===== src/rtl/ghost_catch_fsm_if.sv =====
// Game-side bundle for the ghost catch FSM: positions and tick in, catch/respawn status out.
// master drives the positions, tick and start; slave is the FSM.
interface ghost_catch_fsm_if;
    logic       tick;
    logic [9:0] ghost_x;
    logic [8:0] ghost_y;
    logic [9:0] pac_x;
    logic [8:0] pac_y;
    logic       start;
    logic       caught;
    logic       respawn;
    logic       freeze;
    logic [1:0] lives;
    logic       game_over;
    logic [1:0] state;
    logic       invuln;

    modport master (
        output tick, ghost_x, ghost_y, pac_x, pac_y, start,
        input  caught, respawn, freeze, lives, game_over, state, invuln
    );

    modport slave (
        input  tick, ghost_x, ghost_y, pac_x, pac_y, start,
        output caught, respawn, freeze, lives, game_over, state, invuln
    );
endinterface


===== src/rtl/ghost_catch_fsm.sv =====
// Ghost/Pac-Man catch FSM: debounced collision, life accounting, freeze and respawn.
// Optional post-respawn invulnerability window is built when GHOST_CATCH_INVULN_EN is defined.
module ghost_catch_fsm #(
    parameter int HIT_RADIUS   = 8,
    parameter int LIVES        = 3,
    parameter int CONFIRM      = 2,
    parameter int FREEZE_TICKS = 60
) (
    input  logic               clkdiv,
    input  logic               rst,
    ghost_catch_fsm_if.slave   bus
);

    typedef enum logic [1:0] {
        ST_PLAY   = 2'd0,
        ST_CAUGHT = 2'd1,
        ST_OVER   = 2'd2,
        ST_BAD    = 2'd3
    } state_t;

    localparam logic [1:0]  LIVES_INIT = 2'(LIVES);
    localparam logic [2:0]  CONFIRM_N  = 3'(CONFIRM);
    localparam logic [7:0]  FREEZE_N   = 8'(FREEZE_TICKS);
    localparam logic [10:0] RADIUS     = 11'(HIT_RADIUS);

    state_t      state_q, state_d;
    logic [1:0]  lives_q, lives_d;
    logic [2:0]  confirm_q, confirm_d;
    logic [7:0]  freeze_cnt_q, freeze_cnt_d;
    logic        caught_q, caught_d;
    logic        respawn_q, respawn_d;
    logic [10:0] dx_s, dy_s;
    logic        overlap_s;
    logic        hit_s;
    logic        invuln_s;
    logic        freeze_s;
    logic        game_over_s;

    // Per-axis absolute distance, widened so the subtraction never wraps.
    always_comb begin
        if (bus.ghost_x >= bus.pac_x) begin
            dx_s = {1'b0, bus.ghost_x} - {1'b0, bus.pac_x};
        end else begin
            dx_s = {1'b0, bus.pac_x} - {1'b0, bus.ghost_x};
        end
        if (bus.ghost_y >= bus.pac_y) begin
            dy_s = {2'b00, bus.ghost_y} - {2'b00, bus.pac_y};
        end else begin
            dy_s = {2'b00, bus.pac_y} - {2'b00, bus.ghost_y};
        end
        overlap_s = (dx_s < RADIUS) && (dy_s < RADIUS);
    end

`ifdef GHOST_CATCH_INVULN_EN
    logic [4:0] inv_cnt_q, inv_cnt_d;

    assign invuln_s = (inv_cnt_q != 5'd0);

    // Invulnerability countdown, restarted by every respawn.
    always_comb begin
        if (respawn_d) begin
            inv_cnt_d = 5'd31;
        end else if (bus.tick && (inv_cnt_q != 5'd0)) begin
            inv_cnt_d = inv_cnt_q - 5'd1;
        end else begin
            inv_cnt_d = inv_cnt_q;
        end
    end

    // Invulnerability counter register.
    always_ff @(posedge clkdiv) begin
        if (!rst) begin
            inv_cnt_q <= 5'd0;
        end else begin
            inv_cnt_q <= inv_cnt_d;
        end
    end
`else
    assign invuln_s = 1'b0;
`endif

    assign hit_s = overlap_s & ~invuln_s;

    // State register plus counters and registered pulses.
    always_ff @(posedge clkdiv) begin
        if (!rst) begin
            state_q      <= ST_PLAY;
            lives_q      <= LIVES_INIT;
            confirm_q    <= 3'd0;
            freeze_cnt_q <= 8'd0;
            caught_q     <= 1'b0;
            respawn_q    <= 1'b0;
        end else begin
            state_q      <= state_d;
            lives_q      <= lives_d;
            confirm_q    <= confirm_d;
            freeze_cnt_q <= freeze_cnt_d;
            caught_q     <= caught_d;
            respawn_q    <= respawn_d;
        end
    end

    // Next-state and counter update; only ticks advance the counters.
    always_comb begin
        state_d      = state_q;
        lives_d      = lives_q;
        confirm_d    = confirm_q;
        freeze_cnt_d = freeze_cnt_q;
        caught_d     = 1'b0;
        respawn_d    = 1'b0;
        case (state_q)
            ST_PLAY: begin
                if (bus.tick && hit_s) begin
                    if ((confirm_q + 3'd1) == CONFIRM_N) begin
                        caught_d  = 1'b1;
                        confirm_d = 3'd0;
                        if (lives_q != 2'd0) begin
                            lives_d = lives_q - 2'd1;
                        end else begin
                            lives_d = lives_q;
                        end
                        if (lives_q <= 2'd1) begin
                            state_d = ST_OVER;
                        end else begin
                            state_d      = ST_CAUGHT;
                            freeze_cnt_d = FREEZE_N;
                        end
                    end else begin
                        confirm_d = confirm_q + 3'd1;
                    end
                end else if (bus.tick) begin
                    confirm_d = 3'd0;
                end else begin
                    confirm_d = confirm_q;
                end
            end
            ST_CAUGHT: begin
                if (bus.tick && (freeze_cnt_q <= 8'd1)) begin
                    respawn_d    = 1'b1;
                    state_d      = ST_PLAY;
                    confirm_d    = 3'd0;
                    freeze_cnt_d = 8'd0;
                end else if (bus.tick) begin
                    freeze_cnt_d = freeze_cnt_q - 8'd1;
                end else begin
                    freeze_cnt_d = freeze_cnt_q;
                end
            end
            ST_OVER: begin
                if (bus.start) begin
                    lives_d   = LIVES_INIT;
                    respawn_d = 1'b1;
                    state_d   = ST_PLAY;
                    confirm_d = 3'd0;
                end else begin
                    state_d = ST_OVER;
                end
            end
            default: begin
                state_d   = ST_PLAY;
                confirm_d = 3'd0;
            end
        endcase
    end

    // Moore status outputs decoded from the state register.
    always_comb begin
        freeze_s    = 1'b0;
        game_over_s = 1'b0;
        case (state_q)
            ST_CAUGHT: begin
                freeze_s = 1'b1;
            end
            ST_OVER: begin
                freeze_s    = 1'b1;
                game_over_s = 1'b1;
            end
            default: begin
                freeze_s    = 1'b0;
                game_over_s = 1'b0;
            end
        endcase
    end

    assign bus.caught    = caught_q;
    assign bus.respawn   = respawn_q;
    assign bus.freeze    = freeze_s;
    assign bus.lives     = lives_q;
    assign bus.game_over = game_over_s;
    assign bus.state     = state_q;
    assign bus.invuln    = invuln_s;

endmodule


===== src/flat_wrapper.sv =====
// flat-port wrapper written by rule: the top's interface ports become plain ports
module ghost_catch_fsm_flat 
#(
    parameter int HIT_RADIUS   = 8,
    parameter int LIVES        = 3,
    parameter int CONFIRM      = 2,
    parameter int FREEZE_TICKS = 60
)
  (clkdiv, rst, bus_tick, bus_ghost_x, bus_ghost_y, bus_pac_x, bus_pac_y, bus_start, bus_caught, bus_respawn, bus_freeze, bus_lives, bus_game_over, bus_state, bus_invuln);
  ghost_catch_fsm_if bus_i ();
  input  logic clkdiv;
  input  logic rst;
  input wire logic [$bits(bus_i.tick)-1:0] bus_tick;
  input wire logic [$bits(bus_i.ghost_x)-1:0] bus_ghost_x;
  input wire logic [$bits(bus_i.ghost_y)-1:0] bus_ghost_y;
  input wire logic [$bits(bus_i.pac_x)-1:0] bus_pac_x;
  input wire logic [$bits(bus_i.pac_y)-1:0] bus_pac_y;
  input wire logic [$bits(bus_i.start)-1:0] bus_start;
  output wire logic [$bits(bus_i.caught)-1:0] bus_caught;
  output wire logic [$bits(bus_i.respawn)-1:0] bus_respawn;
  output wire logic [$bits(bus_i.freeze)-1:0] bus_freeze;
  output wire logic [$bits(bus_i.lives)-1:0] bus_lives;
  output wire logic [$bits(bus_i.game_over)-1:0] bus_game_over;
  output wire logic [$bits(bus_i.state)-1:0] bus_state;
  output wire logic [$bits(bus_i.invuln)-1:0] bus_invuln;
  assign bus_i.tick = bus_tick;
  assign bus_i.ghost_x = bus_ghost_x;
  assign bus_i.ghost_y = bus_ghost_y;
  assign bus_i.pac_x = bus_pac_x;
  assign bus_i.pac_y = bus_pac_y;
  assign bus_i.start = bus_start;
  assign bus_caught = bus_i.caught;
  assign bus_respawn = bus_i.respawn;
  assign bus_freeze = bus_i.freeze;
  assign bus_lives = bus_i.lives;
  assign bus_game_over = bus_i.game_over;
  assign bus_state = bus_i.state;
  assign bus_invuln = bus_i.invuln;
  ghost_catch_fsm #(.HIT_RADIUS(HIT_RADIUS), .LIVES(LIVES), .CONFIRM(CONFIRM), .FREEZE_TICKS(FREEZE_TICKS)) u_core (.clkdiv(clkdiv), .rst(rst), .bus(bus_i));
endmodule

===== config.mk =====
export PLATFORM = sky130hd
export DESIGN_NAME = ghost_catch_fsm_flat
export DESIGN_NICKNAME = d
export VERILOG_FILES = /design/src/rtl/ghost_catch_fsm_if.sv /design/src/rtl/ghost_catch_fsm.sv /design/src/flat_wrapper.sv
export SDC_FILE = /design/constraint.sdc
export NUM_CORES = 1
export LEC_CHECK = 0
export ABC_AREA = 1
export BUFFER_PORTS_ARGS = -buffer_cell sky130_fd_sc_hd__buf_2
export CORE_UTILIZATION = 50
export CTS_BUF_LIST = sky130_fd_sc_hd__clkbuf_8
export CTS_CLUSTER_DIAMETER = 30
export DETAILED_ROUTE_END_ITERATION = 6
export PLACE_DENSITY_LB_ADDON = 0.3
export SLEW_MARGIN = 20
export SYNTH_ARGS = -nofsm -noshare
export SYNTH_HDL_FRONTEND = slang
export SYNTH_SLANG_ARGS = --single-unit
export TNS_END_PERCENT = 1

===== constraint.sdc =====
create_clock -name clkdiv -period 2.5 [get_ports clkdiv]
set_input_delay 0.75 -clock clkdiv [delete_from_list [all_inputs] [get_ports clkdiv]]
set_output_delay 0.75 -clock clkdiv [all_outputs]
set_load 0.01 [all_outputs]

==> flow_summary_export.csv <==
group,metric,value,unit
power_and_ir_drop,cellPowerDensity,280.2,nW/um2
grt,grt_use_total,0.2665,
critical_path,critical_path_arrival,2790,ps
sta,setup_violations,15,
outcome,violations,"negative setup slack",
route,final_antenna_net_count,0,
power_and_ir_drop,pwr-share-seq,0.206,
sta,period_minus_slack,2588,ps
place,place.gp.congestion,0.9473,
route,wl,9.862,mm
synthesis,ys_ff_latch,17,
critical_path,worstPathMaxFanout,6,
synthesis,syn_avg_cell_area,5.529,um2
synthesis,seq_area_frac_synth,0.1028,
sta,rsz0062_at_grt,"yes",
route,viasPerCell,5.350,
sta,drv_slew,0,
place,post-dp-hpwl,6.899,mm
clocking,cts_made_buffers,3,
sta,finalCritPeriodShare,1.035,
power_and_ir_drop,power_switching,576.2,uW
route,via_count,4125,
cells_and_area,drive_above_1_share,0.3372,
synthesis,synth_cell_type_count,38,
clocking,cts_root_buffer,"clkbuf_8",
clocking,clk_path_buf_depth,2,
grt,antenna_found_initial,0,
die,coreArea,6386,um2
grt,grt_pass1_vias,3930,
cells_and_area,syn2layout_area_growth,42.43,%
place,io_buffer_count,49,
critical_path,crit_required,2700,ps
run,drv_cap,0,
synthesis,ys.flop_type,"dfxtp_1",
critical_path,crit_type,"input port to register",
sta,max-slew-margin-rel,0.4275,
synthesis,synth_top_cell_area_share,0.2289,
die,die_area,6953,um2
power_and_ir_drop,power_frac_clock,0.164,
cells_and_area,nFillCells,499,
sta,hold_violations,0,
die,die_y,83.39,um
synthesis,synth_edf_count,0,
power_and_ir_drop,p_comb_frac,0.630,
cells_and_area,antennaDiodeCount,0,
cells_and_area,mostFrequentLayoutCell,"nand2_1",
route,drc_errors,0,
critical_path,start_kind,"input port",
synthesis,ys_warn_count,0,
cells_and_area,fin_nets,784,
synthesis,synthesis.nets,688,
worst_hold_path,hold_path_class,"register to register",
sta,max_freq,386.4,MHz
power_and_ir_drop,ir_drop,0.0002372,V
synthesis,synth_area_leaders,"nand2_1 (23%), ha_1 (18%), inv_1 (13%)",
power_and_ir_drop,p_leak,0.002553,uW
synthesis,async_flop_share,0,
power_and_ir_drop,switching_share,0.4360,
synthesis,syn-instance-count,599,
grt,grt_pass1_wl,16.01,mm
clocking,clk_pin_slew,80,ps
die,fp-row-count,29,
sta,layout_setup_ws,-87.72,ps
cells_and_area,final_cell_mix,"nand2_1 (164), inv_1 (100), buf_4 (47), nor2_1 (46), nand3_1 (40)",
outcome,outcome,"finished with violations",
route,wire_per_inst,12.79,um
sta,worst_pin_slew,856.7,ps
die,die_x,83.39,um
route,first_iter_violations,230,
clocking,cts_sinks,17,
grt,grt_start_max_net_pins,23,
cells_and_area,seqCellArea,340.3,um2
clocking,cts_max_level,1,
power_and_ir_drop,p_int,745.4,uW
clocking,cts_tree,"built",
critical_path,end_kind,"register",
clocking,insertion_delay,260,ps
grt,grt-ovfl-total,0,
sta,skew,8.201,ps
synthesis,synth.largest_area_cell,"nand2_1",
power_and_ir_drop,p_total,1322,uW
die,top_level_ports,51,
place,dpl_worst_slack,-480.3,ps
die,start_util,0.5186,
synthesis,synth_area,3312,um2
route,firstDrtPassIters,5,
cells_and_area,multiInputGateArea,3055,um2
## state kept, by name, summed over array words and instances (netlist names)
register / flops
u_core.freeze_cnt_q: 8
u_core.confirm_q: 3
u_core.bus.lives: 2
u_core.bus.state: 2
u_core.bus.caught: 1
u_core.bus.respawn: 1
## worst max-delay path, stage by stage
cell     delay, ps
buf_2          120
ha_4           320
nand2_1         90
nand2_2         90
nand2_2         70
buf_4          140
nand3_1         70
nand2_1         60
nand2_1         60
nand2_1         50
inv_1           70
nor2_1          50
nor2_1          80
nand2_1         70
nor2_2         130
nand2_4        120
nand2_8        120
nand3_4         80
nand2_2        100
nand2_1         50
nor2_1          90
## routing by layer
metal / wire length, um / global-route usage
met3: 532 / 0.03380
met4: 192 / 0.04859
met2: 5194 / 0.5387
met5: 0 / 0
met1: 3943 / 0.2924
## stage by stage
step / cell area [um2] / instances / hold slack, ps / setup TNS (ps) / util
3_3_place_gp: 4033 / 756 / 454.6 / -5712 / 0.6315
3_5_place_dp: 4033 / 756 / 461.0 / -6663 / 0.6315
2_1_floorplan: 3456 / 599 / 436.8 / -610.5 / -
6_report: 4717 / 771 / 474.2 / -812.2 / 0.7386
5_1_grt: 4717 / 771 / 507.7 / -3256 / 0.7386
4_1_cts: 4489 / 767 / 477.2 / -13.32 / 0.7030
## power by group through the flow
stage	sequential [uW]	clock (uW)	combinational, uW
after detailed placement	278	0	652
after global routing	272	237	914
after CTS	272	217	749
final	272	217	832
after floorplan	278	0	449
after global placement	278	0	636
## cells by family after synthesis
logic type	Yosys count	synth area share
xor gates and xnor gates	9	0.02380
and+or+nand+nor	341	0.4435
DFF	17	0.1028
AOI/OAI and AO/OA	53	0.09331
adders and majority gates	47	0.1776
other	1	0.001132
buffers and inverters	131	0.1579
## synth_stat cells, types with 2 or more instances
library cell / number
nand2_1: 202
nor2_4: 2
xor2_1: 7
a31oi_1: 9
a21boi_0: 2
buf_6: 2
ha_1: 47
nand4_1: 15
nand2_2: 5
clkbuf_1: 2
o21ai_0: 7
buf_4: 3
o21bai_1: 5
inv_1: 119
nand3_2: 3
a21oi_1: 25
dfxtp_1: 17
nor2_1: 58
a21oi_2: 2
or2_2: 2
nor2_2: 3
nand3_1: 45
xnor2_1: 2
## path summary, 6_finish.rpt
kind	start	depth (start not counted)	slack, ps	endpoint
min reg2reg	u_core.freeze_cnt_q[1]	2	470	u_core.freeze_cnt_q[1]
max	bus_ghost_x[3]	21	-90	u_core.freeze_cnt_q[5]
max reg2reg	u_core.bus.state[0]	9	210	u_core.freeze_cnt_q[2]
min	u_core.freeze_cnt_q[1]	2	470	u_core.freeze_cnt_q[1]
## repair_timing
item                                   4_1_cts  5_1_grt
gates cloned                                 3        0
endpoints found under the hold margin        0        0
setup buffers                                4        4
hold buffers                                 0        0
setup endpoints to repair                   16       16
resized for setup                           84       58
pin swaps                                   40       42
## layout make-up
| class | count | area share |
|---|---|---|
| multi-input combinational | 454 | 0.6477 |
| timing repair buffer | 98 | 0.1504 |
| inverter | 121 | 0.09947 |
| sequential | 17 | 0.07215 |
| tap | 77 | 0.02042 |
| clock buffer | 3 | 0.008753 |
| clock inverter | 1 | 0.001061 |
(Power assumes the default switching activity.)
